==> src/rtl/unidad_de_riesgos_pkg.sv <==
// unidad_de_riesgos_pkg: shared types and constants for the hazard unit and its ID/EX register
package unidad_de_riesgos_pkg;
    localparam int REG_W = 4;
    typedef enum logic [1:0] {LIBRE = 2'd0, ESPERA = 2'd1, ERROR = 2'd2} estado_t;
    typedef struct packed {
        logic [REG_W-1:0] rp;
        logic [REG_W-1:0] rs;
        logic [REG_W-1:0] rg;
        logic [1:0]       sel_a;
        logic [1:0]       sel_b;
        logic             prohib;
        logic             lee_mem;
    } campos_t;
    localparam campos_t BURBUJA = '{rp: '0, rs: '0, rg: '0, sel_a: '0, sel_b: '0, prohib: 1'b1, lee_mem: 1'b0};
endpackage

==> src/rtl/unidad_de_riesgos_if.sv <==
// unidad_de_riesgos_if: ID-side operand fields, ID/EX outputs and stall/freeze controls
interface unidad_de_riesgos_if;
    import unidad_de_riesgos_pkg::*;
    logic [REG_W-1:0] RP_id, RS_id, RG_id;
    logic [1:0]       SelOp_A_id, SelOp_B_id;
    logic             usa_rp_id, usa_rs_id, prohib_id, lee_mem_id;
    logic             salto_tomado, lee_mem_mem, mem_listo;
    logic [REG_W-1:0] RP_exe, RS_exe, RG_exe;
    logic [1:0]       SelOp_A_exe, SelOp_B_exe;
    logic             prohib_exe, lee_mem_exe;
    logic             parar_if_id, congelar, error_mem;
    modport master (
        output RP_id, RS_id, RG_id, SelOp_A_id, SelOp_B_id, usa_rp_id, usa_rs_id,
               prohib_id, lee_mem_id, salto_tomado, lee_mem_mem, mem_listo,
        input  RP_exe, RS_exe, RG_exe, SelOp_A_exe, SelOp_B_exe, prohib_exe, lee_mem_exe,
               parar_if_id, congelar, error_mem
    );
    modport slave (
        input  RP_id, RS_id, RG_id, SelOp_A_id, SelOp_B_id, usa_rp_id, usa_rs_id,
               prohib_id, lee_mem_id, salto_tomado, lee_mem_mem, mem_listo,
        output RP_exe, RS_exe, RG_exe, SelOp_A_exe, SelOp_B_exe, prohib_exe, lee_mem_exe,
               parar_if_id, congelar, error_mem
    );
endinterface

==> src/rtl/unidad_de_riesgos_registro_id_exe.sv <==
// registro_id_exe: ID/EX pipeline register with hold and bubble insertion
module registro_id_exe
    import unidad_de_riesgos_pkg::*;
(
    input  logic    clk,
    input  logic    rst,
    input  logic    mantener,
    input  logic    burbuja,
    input  campos_t d,
    output campos_t q
);
    always_ff @(posedge clk) begin
        if (!rst)
            q <= BURBUJA;
        else if (!mantener)
            q <= burbuja ? BURBUJA : d;
    end
endmodule

==> src/rtl/unidad_de_riesgos.sv <==
// unidad_de_riesgos: load-use/flush hazard control, memory-wait freeze FSM and ID/EX register
// Optional statistics counters enabled with RIESGOS_CONTADOR_EN.
module unidad_de_riesgos
    import unidad_de_riesgos_pkg::*;
#(
    parameter int TIMEOUT = 64,
    parameter int CNT_W   = 16
) (
    input logic clk,
    input logic rst,
    unidad_de_riesgos_if.slave bus
`ifdef RIESGOS_CONTADOR_EN
    ,
    output logic [CNT_W-1:0] cnt_burbujas,
    output logic [CNT_W-1:0] cnt_espera
`endif
);
    localparam int WW = (TIMEOUT > 1) ? $clog2(TIMEOUT) : 1;
    localparam logic [WW-1:0] LIMITE = WW'(TIMEOUT - 1);

    estado_t       estado, estado_sig;
    logic [WW-1:0] espera;
    campos_t       d, q;
    logic          riesgo, congelar, burbuja;

    assign d = '{rp: bus.RP_id, rs: bus.RS_id, rg: bus.RG_id, sel_a: bus.SelOp_A_id,
                 sel_b: bus.SelOp_B_id, prohib: bus.prohib_id, lee_mem: bus.lee_mem_id};
    assign riesgo = q.lee_mem & ~q.prohib &
                    ((bus.usa_rp_id & (q.rg == bus.RP_id)) | (bus.usa_rs_id & (q.rg == bus.RS_id)));
    assign burbuja = bus.salto_tomado | riesgo;

    // a taken branch discards the ID instruction, so it must not also stall IF/ID
    assign bus.congelar    = rst & congelar;
    assign bus.parar_if_id = rst & (congelar | (~bus.salto_tomado & riesgo));
    assign bus.error_mem   = (estado == ERROR);

    registro_id_exe u_registro (
        .clk      (clk),
        .rst      (rst),
        .mantener (congelar),
        .burbuja  (burbuja),
        .d        (d),
        .q        (q)
    );

    assign bus.RP_exe      = q.rp;
    assign bus.RS_exe      = q.rs;
    assign bus.RG_exe      = q.rg;
    assign bus.SelOp_A_exe = q.sel_a;
    assign bus.SelOp_B_exe = q.sel_b;
    assign bus.prohib_exe  = q.prohib;
    assign bus.lee_mem_exe = q.lee_mem;

    always_ff @(posedge clk) begin
        estado <= !rst ? LIBRE : estado_sig;
        espera <= (!rst || estado != ESPERA) ? '0 : espera + 1'b1;
    end

    always_comb begin
        estado_sig = estado;
        congelar   = 1'b0;
        case (estado)
            LIBRE: begin
                congelar   = bus.lee_mem_mem & ~bus.mem_listo;
                estado_sig = congelar ? ESPERA : LIBRE;
            end
            ESPERA: begin
                congelar   = ~bus.mem_listo;
                estado_sig = bus.mem_listo ? LIBRE : (espera == LIMITE) ? ERROR : ESPERA;
            end
            default: begin
                congelar   = 1'b1;
                estado_sig = ERROR;
            end
        endcase
    end

`ifdef RIESGOS_CONTADOR_EN
    always_ff @(posedge clk) begin
        if (!rst) begin
            cnt_burbujas <= '0;
            cnt_espera   <= '0;
        end else begin
            if (~congelar & ~bus.salto_tomado & riesgo & ~&cnt_burbujas)
                cnt_burbujas <= cnt_burbujas + 1'b1;
            if (congelar & ~&cnt_espera)
                cnt_espera <= cnt_espera + 1'b1;
        end
    end
`endif
endmodule

==> src/flat_wrapper.sv <==
// flat-port wrapper written by rule: the top's interface ports become plain ports
module unidad_de_riesgos_flat import unidad_de_riesgos_pkg::*;
#(
    parameter int TIMEOUT = 64,
    parameter int CNT_W   = 16
)
  (clk, rst, bus_RP_id, bus_RS_id, bus_RG_id, bus_SelOp_A_id, bus_SelOp_B_id, bus_usa_rp_id, bus_usa_rs_id, bus_prohib_id, bus_lee_mem_id, bus_salto_tomado, bus_lee_mem_mem, bus_mem_listo, bus_RP_exe, bus_RS_exe, bus_RG_exe, bus_SelOp_A_exe, bus_SelOp_B_exe, bus_prohib_exe, bus_lee_mem_exe, bus_parar_if_id, bus_congelar, bus_error_mem);
  unidad_de_riesgos_if bus_i ();
  input logic clk;
  input logic rst;
  input wire logic [$bits(bus_i.RP_id)-1:0] bus_RP_id;
  input wire logic [$bits(bus_i.RS_id)-1:0] bus_RS_id;
  input wire logic [$bits(bus_i.RG_id)-1:0] bus_RG_id;
  input wire logic [$bits(bus_i.SelOp_A_id)-1:0] bus_SelOp_A_id;
  input wire logic [$bits(bus_i.SelOp_B_id)-1:0] bus_SelOp_B_id;
  input wire logic [$bits(bus_i.usa_rp_id)-1:0] bus_usa_rp_id;
  input wire logic [$bits(bus_i.usa_rs_id)-1:0] bus_usa_rs_id;
  input wire logic [$bits(bus_i.prohib_id)-1:0] bus_prohib_id;
  input wire logic [$bits(bus_i.lee_mem_id)-1:0] bus_lee_mem_id;
  input wire logic [$bits(bus_i.salto_tomado)-1:0] bus_salto_tomado;
  input wire logic [$bits(bus_i.lee_mem_mem)-1:0] bus_lee_mem_mem;
  input wire logic [$bits(bus_i.mem_listo)-1:0] bus_mem_listo;
  output wire logic [$bits(bus_i.RP_exe)-1:0] bus_RP_exe;
  output wire logic [$bits(bus_i.RS_exe)-1:0] bus_RS_exe;
  output wire logic [$bits(bus_i.RG_exe)-1:0] bus_RG_exe;
  output wire logic [$bits(bus_i.SelOp_A_exe)-1:0] bus_SelOp_A_exe;
  output wire logic [$bits(bus_i.SelOp_B_exe)-1:0] bus_SelOp_B_exe;
  output wire logic [$bits(bus_i.prohib_exe)-1:0] bus_prohib_exe;
  output wire logic [$bits(bus_i.lee_mem_exe)-1:0] bus_lee_mem_exe;
  output wire logic [$bits(bus_i.parar_if_id)-1:0] bus_parar_if_id;
  output wire logic [$bits(bus_i.congelar)-1:0] bus_congelar;
  output wire logic [$bits(bus_i.error_mem)-1:0] bus_error_mem;
  assign bus_i.RP_id = bus_RP_id;
  assign bus_i.RS_id = bus_RS_id;
  assign bus_i.RG_id = bus_RG_id;
  assign bus_i.SelOp_A_id = bus_SelOp_A_id;
  assign bus_i.SelOp_B_id = bus_SelOp_B_id;
  assign bus_i.usa_rp_id = bus_usa_rp_id;
  assign bus_i.usa_rs_id = bus_usa_rs_id;
  assign bus_i.prohib_id = bus_prohib_id;
  assign bus_i.lee_mem_id = bus_lee_mem_id;
  assign bus_i.salto_tomado = bus_salto_tomado;
  assign bus_i.lee_mem_mem = bus_lee_mem_mem;
  assign bus_i.mem_listo = bus_mem_listo;
  assign bus_RP_exe = bus_i.RP_exe;
  assign bus_RS_exe = bus_i.RS_exe;
  assign bus_RG_exe = bus_i.RG_exe;
  assign bus_SelOp_A_exe = bus_i.SelOp_A_exe;
  assign bus_SelOp_B_exe = bus_i.SelOp_B_exe;
  assign bus_prohib_exe = bus_i.prohib_exe;
  assign bus_lee_mem_exe = bus_i.lee_mem_exe;
  assign bus_parar_if_id = bus_i.parar_if_id;
  assign bus_congelar = bus_i.congelar;
  assign bus_error_mem = bus_i.error_mem;
  unidad_de_riesgos #(.TIMEOUT(TIMEOUT), .CNT_W(CNT_W)) u_core (.clk(clk), .rst(rst), .bus(bus_i));
endmodule
==> config.mk <==
export PLATFORM = sky130hd
export DESIGN_NAME = unidad_de_riesgos_flat
export DESIGN_NICKNAME = d
export VERILOG_FILES = /design/src/rtl/unidad_de_riesgos_pkg.sv /design/src/rtl/unidad_de_riesgos_if.sv /design/src/rtl/unidad_de_riesgos_registro_id_exe.sv /design/src/rtl/unidad_de_riesgos.sv /design/src/flat_wrapper.sv
export SDC_FILE = /design/constraint.sdc
export NUM_CORES = 1
export LEC_CHECK = 0
export CAP_MARGIN = 20
export CORE_MARGIN = 2
export CORE_UTILIZATION = 42
export CTS_BUF_LIST = sky130_fd_sc_hd__clkbuf_2 sky130_fd_sc_hd__clkbuf_4 sky130_fd_sc_hd__clkbuf_8
export DETAILED_ROUTE_END_ITERATION = 8
export GPL_TIMING_DRIVEN = 0
export PLACE_DENSITY = 0.91
export SLEW_MARGIN = 20
export SYNTH_ARGS = -nofsm -noshare
export SYNTH_HDL_FRONTEND = slang
export SYNTH_SLANG_ARGS = --single-unit
==> constraint.sdc <==
create_clock -name clk -period 2.05 [get_ports clk]
set_clock_uncertainty 0.15 [all_clocks]
set_input_delay 0.3075 -clock clk [delete_from_list [all_inputs] [get_ports clk]]
set_output_delay 0.3075 -clock clk [all_outputs]
set_load 0.05 [all_outputs]
==> results.md, run 1 <==
Outcome:
- The run finished, with violations left.
- The checks that failed: setup timing.

Detailed routing:
- The count of vias placed by the detailed router is 935.
- After detailed routing, the number of remaining DRC violations is 0.
- Once detail routing completed, the nets flagged for antenna violations numbered 0.
- The iteration count of the initial detailed-routing pass is 4.
- After detailed routing, the number of vias per cell comes to 5.28.
- The total wirelength of the detailed-routed design is 2660 um.
- The post-detailed-route wirelength per cell is 15.0 um.
- The violation count after the first detailed-routing iteration is 16.

Floorplan:
- From left edge to right edge, the die measures 53.4 um.
- After floorplanning, the core was divided into 17 placement rows.
- In this run the standard cell core region covers 0.00225 mm^2.
- From bottom edge to top edge, the die measures 53.4 um.
- The initial cell density of the core is 0.454.
- The top-level port count is 46.
- The area enclosed by the die boundary is 0.00285 mm^2.

Clock network:
- The deepest clock path buffer count is 2.
- Counting the buffers created by CTS gives 3.
- After clock tree synthesis, the clock-pin slew on the worst setup and hold paths is 130 ps.
- The buffer cell driving the clock tree root is clkbuf_4.
- The clock latency of the later-clocked register in the worst-skew pair is 320 ps.
- The CTS sink count is 26.
- The deepest level of the CTS H-tree is 1.
- TritonCTS built the clock tree.

STA:
- The maximum operating frequency is 0.482 GHz.
- Setup repair after global routing could not meet its margin everywhere.
- Setup violations remaining at the end of the flow were counted as 1.
- The count of endpoints failing hold in the final timing report was 0.
- The period utilization is 1.01.
- The final max-slew violation count came to 0.
- The worst path in the final design needs a cycle of 2080 ps, including I/O delays and setup.
- For the pin with the worst max-slew slack, the measured transition is 512 ps.
- The relative max-transition margin is 0.658.
- Across all setup checks in the final design, the least slack found is -25.6 ps.

Yosys:
- After synthesis, the cell types taking the most area are dfxtp_1 (51%), a22o_1 (15%), xor2_1 (6.8%).
- The number of library cell types mapped by synthesis is 25.
- The post-synthesis instance total is 95.
- The total of flip-flops plus latches after synthesis is 26.
- The proportion of synthesized chip area in sequential cells is 0.509.
- The cell area after technology mapping is 0.00102 mm^2.
- The per-instance average area after synthesis is 10.8 um^2.
- The biggest area contributor in the post-synthesis netlist is dfxtp_1.
- Synthesis produced a netlist with a net count of 121.
- Of the post-synthesis cell area, the dominant cell type holds 0.509.
- During synthesis, Yosys emitted a total of 0 warnings.

Setup path:
- The largest single stage delay on the critical path is 400 ps.
- The setup path with the least slack is of type reg -> out.
- The worst path arrival time is 1620 ps.
- The worst setup path is launched from a flip-flop.
- At the worst endpoint, the required time is 1590 ps.
- The worst-path cell with the longest stage delay is dfxtp_4.
- The capturing element type of the critical path is an output port.
- The peak fanout along the critical path is 4.
- Traced cell by cell, the critical path runs through xnor2_2 -> nand3_2 -> nor4_4 -> o21ai_2 -> nand2b_2 -> buf_8.

Final layout:
- In the final layout, the share of cells above drive strength 1 is 0.201.
- For this run, the post-layout net count is 176.
- In the layout the commonest cells are clkdlybuf4s50_1 (37), dfxtp_1 (21), a22o_1 (17), xor2_1 (8).
- The layout overhead on the synthesized area is 62.5%.
- The number of antenna repair diodes is 0.
- The most common cell after layout, fill and taps aside is clkdlybuf4s50_1.

Pwr:
- Dividing total power by cell area gives a power density of 618 mW/mm^2.
- The peak supply drop is 0.465 mV.
- The share of power burned in combinational logic is 0.220.
- The share of total power dissipated in sequential elements is 0.527.
- The part of the total power dissipated in the clock network is 0.253.
- Of the total power, the share spent switching nets is 0.282.
- The overall power of the completed layout is 1.03 mW.
- For this design the static power due to leakage is 0.673 nW.
- Internal power comes to 0.738 mW.
- The net switching power figure is 0.289 mW.

GRT:
- The number of antenna violations at the first check in global routing is 0.
- The global-route congestion overflow total is 0.
- The largest net degree at the start of global routing is 15.
- The number of global-route vias before repair is 868.
- The global-route wire length before repair is 3800 um.
- In the global route stage, overall resource usage came out at 0.191.

Placed design:
- The worst-case setup slack after placement is -874 ps.
- Port buffering added 45 buffers.
- At the end of routability-driven placement, the weighted congestion stood at 0.723.
- The HPWL reported at the end of detailed placement is 1940 um.

Min path:
- The class of the tightest hold or removal check is in -> reg.

Flow run:
- The max-cap violation count is 0.
## through the flow
step	std cells	cell area (um^2)	setup TNS [ps]	hold WS, ps	util
after floorplan	95	1030	0	236	-
after global placement	168	1520	-2300	295	0.673
after detailed placement	168	1520	-2720	305	0.673
after CTS	173	1580	-79.4	208	0.701
after global routing	177	1660	-138	145	0.738
final	177	1660	-25.6	147	0.738
## worst paths after layout
check | start | endpoint | slack, ps | cells past startpoint
max | u_core.u_registro.q[8] | bus_parar_if_id | -30 | 6
max reg2reg | u_core.u_registro.q[9] | u_core.u_registro.q[4] | 200 | 6
min | bus_RP_id[1] | u_core.u_registro.q[15] | 150 | 2
min reg2reg | u_core.espera[0] | u_core.espera[0] | 330 | 1
## synthesized netlist by cell type
library cell,count
or3_1,1
nor2_2,1
nor4_2,2
nor2b_1,4
and2b_1,1
o21ai_0,2
nand2b_1,2
o21a_1,2
clkbuf_1,2
nand2_1,2
and3_1,1
inv_1,1
buf_6,1
nor2_1,6
or3_4,1
nor4_1,1
xnor2_1,3
nor3_1,1
nor3_4,1
ha_1,1
nand3_1,6
dfxtp_1,26
xor2_1,8
a22o_1,17
a21oi_1,2
## sequential cells by signal, indices dropped and copies added (netlist names)
name                 flops
u_core.u_registro.q     18
u_core.espera            6
u_core.estado            2
## power by group through the flow
stage,registers (mW),clock network [mW],logic [mW]
2_1_floorplan,0.607,0,0.0539
3_3_place_gp,0.550,0,0.205
3_5_place_dp,0.551,0,0.209
4_1_cts,0.541,0.260,0.215
5_1_grt,0.544,0.277,0.236
6_report,0.542,0.259,0.226
## routing by layer
metal  GRT usage  vias to the layer above  part of all wire
li1            -                      458                 -
met1       0.209                      428              0.40
met2       0.333                       40              0.49
met3      0.0452                        9             0.074
met4       0.103                        0             0.028
met5           0                        -                 0
## repair_timing
item,4_1_cts,5_1_grt
setup buffers,1,4
pin swaps,3,6
endpoints found under the hold margin,0,0
hold buffers,0,0
gates resized for setup,22,15
setup endpoints to repair,4,2
## cell type report
type | count | area [um^2]
fill | 138 | 592
inverter | 1 | 3.75
sequential | 26 | 529
multi-input combinational | 65 | 534
tap | 28 | 35.0
timing repair buffer | 50 | 498
clock buffer | 4 | 36.3
buffer | 3 | 26.3
## cell families (layout without fill, tap and decap cells)
family | after synthesis | count (layout) | share of synthesized area
and+or+nand+nor | 30 | 30 | 0.183
DFF | 26 | 26 | 0.509
AOI/OAI and AO/OA | 23 | 23 | 0.180
xor gates and xnor gates | 11 | 11 | 0.0941
buffers and inverters | 4 | 58 | 0.0220
adders and majority gates | 1 | 1 | 0.0122
## worst max-delay path: cells and delay by family, from the launching register on
kind            cells  cell delay, ps
flops               1             400
compound gates      1              90
xor+xnor            1             180
buf+inv             1             140
simple gates        3             480
(Power assumes the default switching activity.)
==> run 2: changes to the inputs <==
--- a/config.mk
+++ b/config.mk
@@ -5,13 +5,14 @@
 export SDC_FILE = /design/constraint.sdc
 export NUM_CORES = 1
 export LEC_CHECK = 0
+export ABC_AREA = 1
 export CAP_MARGIN = 20
 export CORE_MARGIN = 2
-export CORE_UTILIZATION = 42
+export CORE_UTILIZATION = 46
 export CTS_BUF_LIST = sky130_fd_sc_hd__clkbuf_2 sky130_fd_sc_hd__clkbuf_4 sky130_fd_sc_hd__clkbuf_8
 export DETAILED_ROUTE_END_ITERATION = 8
 export GPL_TIMING_DRIVEN = 0
-export PLACE_DENSITY = 0.91
+export PLACE_DENSITY = 0.92
 export SLEW_MARGIN = 20
 export SYNTH_ARGS = -nofsm -noshare
 export SYNTH_HDL_FRONTEND = slang
==> results.md, run 2 <==
Outcome:
- The flow ran to the end, but the final reports show violations.
- The checks that failed: setup timing.

STA:
- The slack of the critical path is -37.0 ps (-11.4 ps).
- The period utilization came to 1.02 (+0.00554).
- The count of endpoints failing hold in the final timing report is 0 (unchanged).
- The total setup violations reported at the end of the flow is 1 (unchanged).
- The maximum operating frequency was 0.479 GHz (-0.54%).
- The final max-slew violation count is 0 (unchanged).
- The relative max-transition margin is 0.656 (-0.00216).
- Setup repair after global routing could not meet its margin everywhere.
- The summed negative setup slack over all endpoints came to -37.0 ps (-11.4 ps).
- The actual transition at the worst max-transition pin is 515 ps (+3.23 ps).
- The final critical-path required period is 2090 ps (+11.4 ps).

GRT:
- The number of global-route vias before repair is 1233 (+42%).
- The largest net degree at the start of global routing is 15 (unchanged).
- The global-route wire length before repair is 5130 um (+35%).
- The total track usage was 0.202 (+0.0112).
- The global-route congestion overflow total was 0 (unchanged).
- The number of antenna violations at the first check in global routing is 0 (unchanged).

Yosys:
- The top-area cell type share of the netlist area is 0.410 (-0.0983).
- The most common flop cell mapped by yosys is dfxtp_1.
- The cell area after technology mapping is 0.00127 mm^2 (+24%).
- The proportion of synthesized chip area in sequential cells came to 0.410 (-0.0983).
- The count of yosys warnings during synthesis is 0 (unchanged).
- The number of library cell types mapped by synthesis is 19 (-24%).
- The post-synthesis instance total is 190 (+100%).
- The per-instance average area after synthesis is 6.68 um^2 (-38%).
- Yosys instantiated no cell more often than nand2_1.
- The number of nets produced by synthesis was 216 (+79%).
- Of all cell types, the one taking the most synthesized area is dfxtp_1.
- The total of flip-flops plus latches after synthesis came to 26 (unchanged).
- The number of enable flip-flop cells after synthesis is 0 (unchanged).
- In the post-synthesis netlist, the biggest area contributors are dfxtp_1 (41%), nand2_1 (14%), nor2_1 (10%).
- By count the netlist is led by nand2_1 (49), nor2_1 (34), inv_1 (29).
- The proportion of register bits with asynchronous set or reset after synthesis is 0 (unchanged).

Setup path:
- The worst setup path is captured at an output port.
- Tracing the worst setup path back leads to its startpoint at u_core.u_registro.q[7].
- The peak fanout along the critical path is 4 (unchanged).
- The slowest stage of the critical path belongs to the cell dfxtp_2.
- The worst setup path is launched from a flip-flop.
- The startpoint identified for the worst register-to-register timing path is u_core.u_registro.q[7].
- The most numerous cell type found on the critical path is nand2_1.
- Walking the worst path, the cells encountered are inv_2 -> nand2_1 -> nand2_1 -> nor2_2 -> nand3_2 -> nand2_2 -> nand2_4 -> o21ai_4 -> buf_6.
- The worst path arrival time was 1630 ps (about the same).
- The critical path in this run is classified as reg -> out.
- The number of cell instances on the worst register-to-register path is 11 (+5).
- The largest stage delay on the critical path came to 390 ps (about the same).
- The capture point of the worst path is bus_parar_if_id.
- The reg-to-reg setup timing slack was 320 ps (+120 ps).
- The endpoint of the worst register-to-register path is u_core.u_registro.q[0].
- The required time reported for the critical path endpoint is 1590 ps (about the same).

Min path:
- The class of the tightest hold or removal check is in -> reg.

Detailed routing:
- The post-detailed-route wirelength per cell is 11.9 um (-21%).
- The iteration count of the initial detailed-routing pass is 4 (unchanged).
- The number of vias per cell after detailed routing is 4.79 (-9.3%).
- The number of design rule violations left after detail routing came to 0 (unchanged).
- The residual antenna-violating net count after detailed routing is 0 (unchanged).
- The count of vias placed by the detailed router was 1342 (+44%).
- The violation count after the first detailed-routing iteration was 37 (+21).
- The total wirelength of the detailed-routed design came to 3330 um (+26%).

Pwr:
- The part of the total power dissipated in the clock network is 0.242 (-0.011).
- The share of power burned in combinational logic is 0.257 (+0.037).
- The switching share of total power was 0.301 (+0.0189).
- The net switching power figure is 0.323 mW (+11%).
- The leakage component of the power is 0.972 nW (+45%).
- The cell-internal power is 0.750 mW (+1.7%).
- The power density normalized to cell area is 550 mW/mm^2 (-11%).
- The peak supply drop is 0.551 mV (+18%).
- The proportion of power drawn by flip-flops and latches is 0.501 (-0.026).

Clock network:
- The clock latency of the later-clocked register in the worst-skew pair was 320 ps (about the same).
- The deepest clock path buffer count is 2 (unchanged).
- The hold-fix buffer count after cts came to 0 (unchanged).
- The clock-pin slew of the registers on the worst-case setup and hold paths is 140 ps (about the same).
- The deepest level of the CTS H-tree is 1 (unchanged).
- The tree is rooted in a clkbuf_4.
- The CTS buffer count is 3 (unchanged).
- The CTS sink count is 26 (unchanged).
- The CTS tree is yes.

Floorplan:
- The floorplan core area was 0.00269 mm^2 (+19%).
- The area enclosed by the die boundary is 0.00319 mm^2 (+12%).
- The row count is 19 (+2).
- The die height is 56.5 um (+5.9%).
- The top-level port count is 46 (unchanged).
- The initial cell density of the core is 0.472 (+0.0183).
- The horizontal die dimension is 56.5 um (+5.9%).

Placed design:
- The HPWL reported at the end of detailed placement is 2220 um (+14%).
- The final RePlAce weighted congestion came to 0.767 (+6.0%).
- The quantity of I/O buffers inserted on ports is 45 (unchanged).
- The worst-case setup slack after placement came to -882 ps (-8.05 ps).

Final layout:
- The proportion of layout cells with a drive suffix above 1 was 0.189 (-0.0126).
- The number of nets in the finished design was 276 (+57%).
- The count of fill cells added during filler insertion is 218 (+58%).
- The number of antenna repair diodes was 0 (unchanged).
- In the final layout, the registers with the most flip-flops are u_core.u_registro.q: 18 flops, u_core.espera: 6 flops, u_core.estado: 2 flops.
- The layout overhead on the synthesized area is 53.7%.
- Leaving out fill and tap cells, the most frequent cell in the layout is nand2_1.
- Leaving out fill and tap cells, the most frequent cells in the layout are nand2_1 (47), clkdlybuf4s50_1 (34), nor2_1 (30), inv_1 (24).
- The flip-flop count of the largest register, all copies and words added is 18 (unchanged).
- The register with the most flip-flops is u_core.u_registro.q.
- The final core utilization is 0.726 (-0.0114).

Flow run:
- The max-cap violation count is 0 (unchanged).
-- run 2: cell types whose count changed after synthesis, moves of 4 or more --
cell / previous run / this run
a22o_1: 17 / 0
o21ai_0: 2 / 7
nor2_1: 6 / 34
xor2_1: 8 / 0
inv_1: 1 / 29
nand3_1: 6 / 22
nor2_2: 1 / 5
nor2b_1: 4 / 0
nand2_1: 2 / 49
-- run 2: what timing repair did --
action | in CTS | in global routing
pin swaps | 4 | 8
gates cloned | 0 | 0
gates resized for setup | 22 | 25
setup endpoints to repair | 4 | 5
setup buffers | 5 | 5
-- run 2: area by class of cell --
class / instances / area (um^2) / area share
Buffer: 4 / 47.5 / 0.0244
Multi-Input combinational cell: 130 / 643 / 0.330
Tap cell: 31 / 38.8 / 0.0199
Sequential cell: 26 / 529 / 0.271
Clock buffer: 4 / 36.3 / 0.0186
Inverter: 30 / 113 / 0.0577
Timing Repair Buffer: 55 / 543 / 0.278
-- run 2: routing by layer --
metal | routed length, um | global-route usage
met1 | 1400 | 0.231
met2 | 1740 | 0.372
met3 | 179 | 0.0300
met4 | 21 | 0.0748
met5 | 0 | 0
-- run 2: worst min path at each step --
stage	from	to	slack (ps)	cells past startpoint
after floorplan	u_core.espera[0]	u_core.espera[0]	270	1
after global placement	u_core.espera[0]	u_core.espera[0]	280	1
after detailed placement	u_core.espera[0]	u_core.espera[0]	290	1
after CTS	u_core.espera[0]	u_core.espera[0]	310	1
after global routing	bus_RS_id[0]	u_core.u_registro.q[10]	220	5
final	bus_RP_id[0]	u_core.u_registro.q[14]	220	5
-- run 2: through the flow --
step	instances	cell area (um^2)	power [mW]	hold slack [ps]
detailed placement	266	1770	0.801	291
finish	280	1950	1.07	215
global route	280	1950	1.13	220
floorplan	190	1280	0.697	268
global placement	266	1770	0.796	280
CTS	275	1860	1.07	312
-- run 2: cells by family after synthesis --
family | after synthesis | share of synthesized area
buffers and inverters | 34 | 0.123
AOI/OAI and AO/OA | 11 | 0.0454
DFF | 26 | 0.410
and+or+nand+nor | 115 | 0.391
xor gates and xnor gates | 3 | 0.0207
adders and majority gates | 1 | 0.00986
-- run 2: worst max-delay path, delay by kind of cell (launching register included) --
family / cells / cell delay, ps
buffers and inverters: 2 / 230
AO/OA/AOI/OAI: 1 / 150
flip-flops: 1 / 390
AND/OR/NAND/NOR: 6 / 530
-- run 2: power groups by stage --
stage                     logic, mW  registers (mW)  clock network [mW]
after floorplan              0.0903           0.607                   0
after global placement        0.248           0.547                   0
after detailed placement      0.252           0.548                   0
after CTS                     0.265           0.537               0.265
after global routing          0.296           0.540               0.290
final                         0.276           0.537               0.260
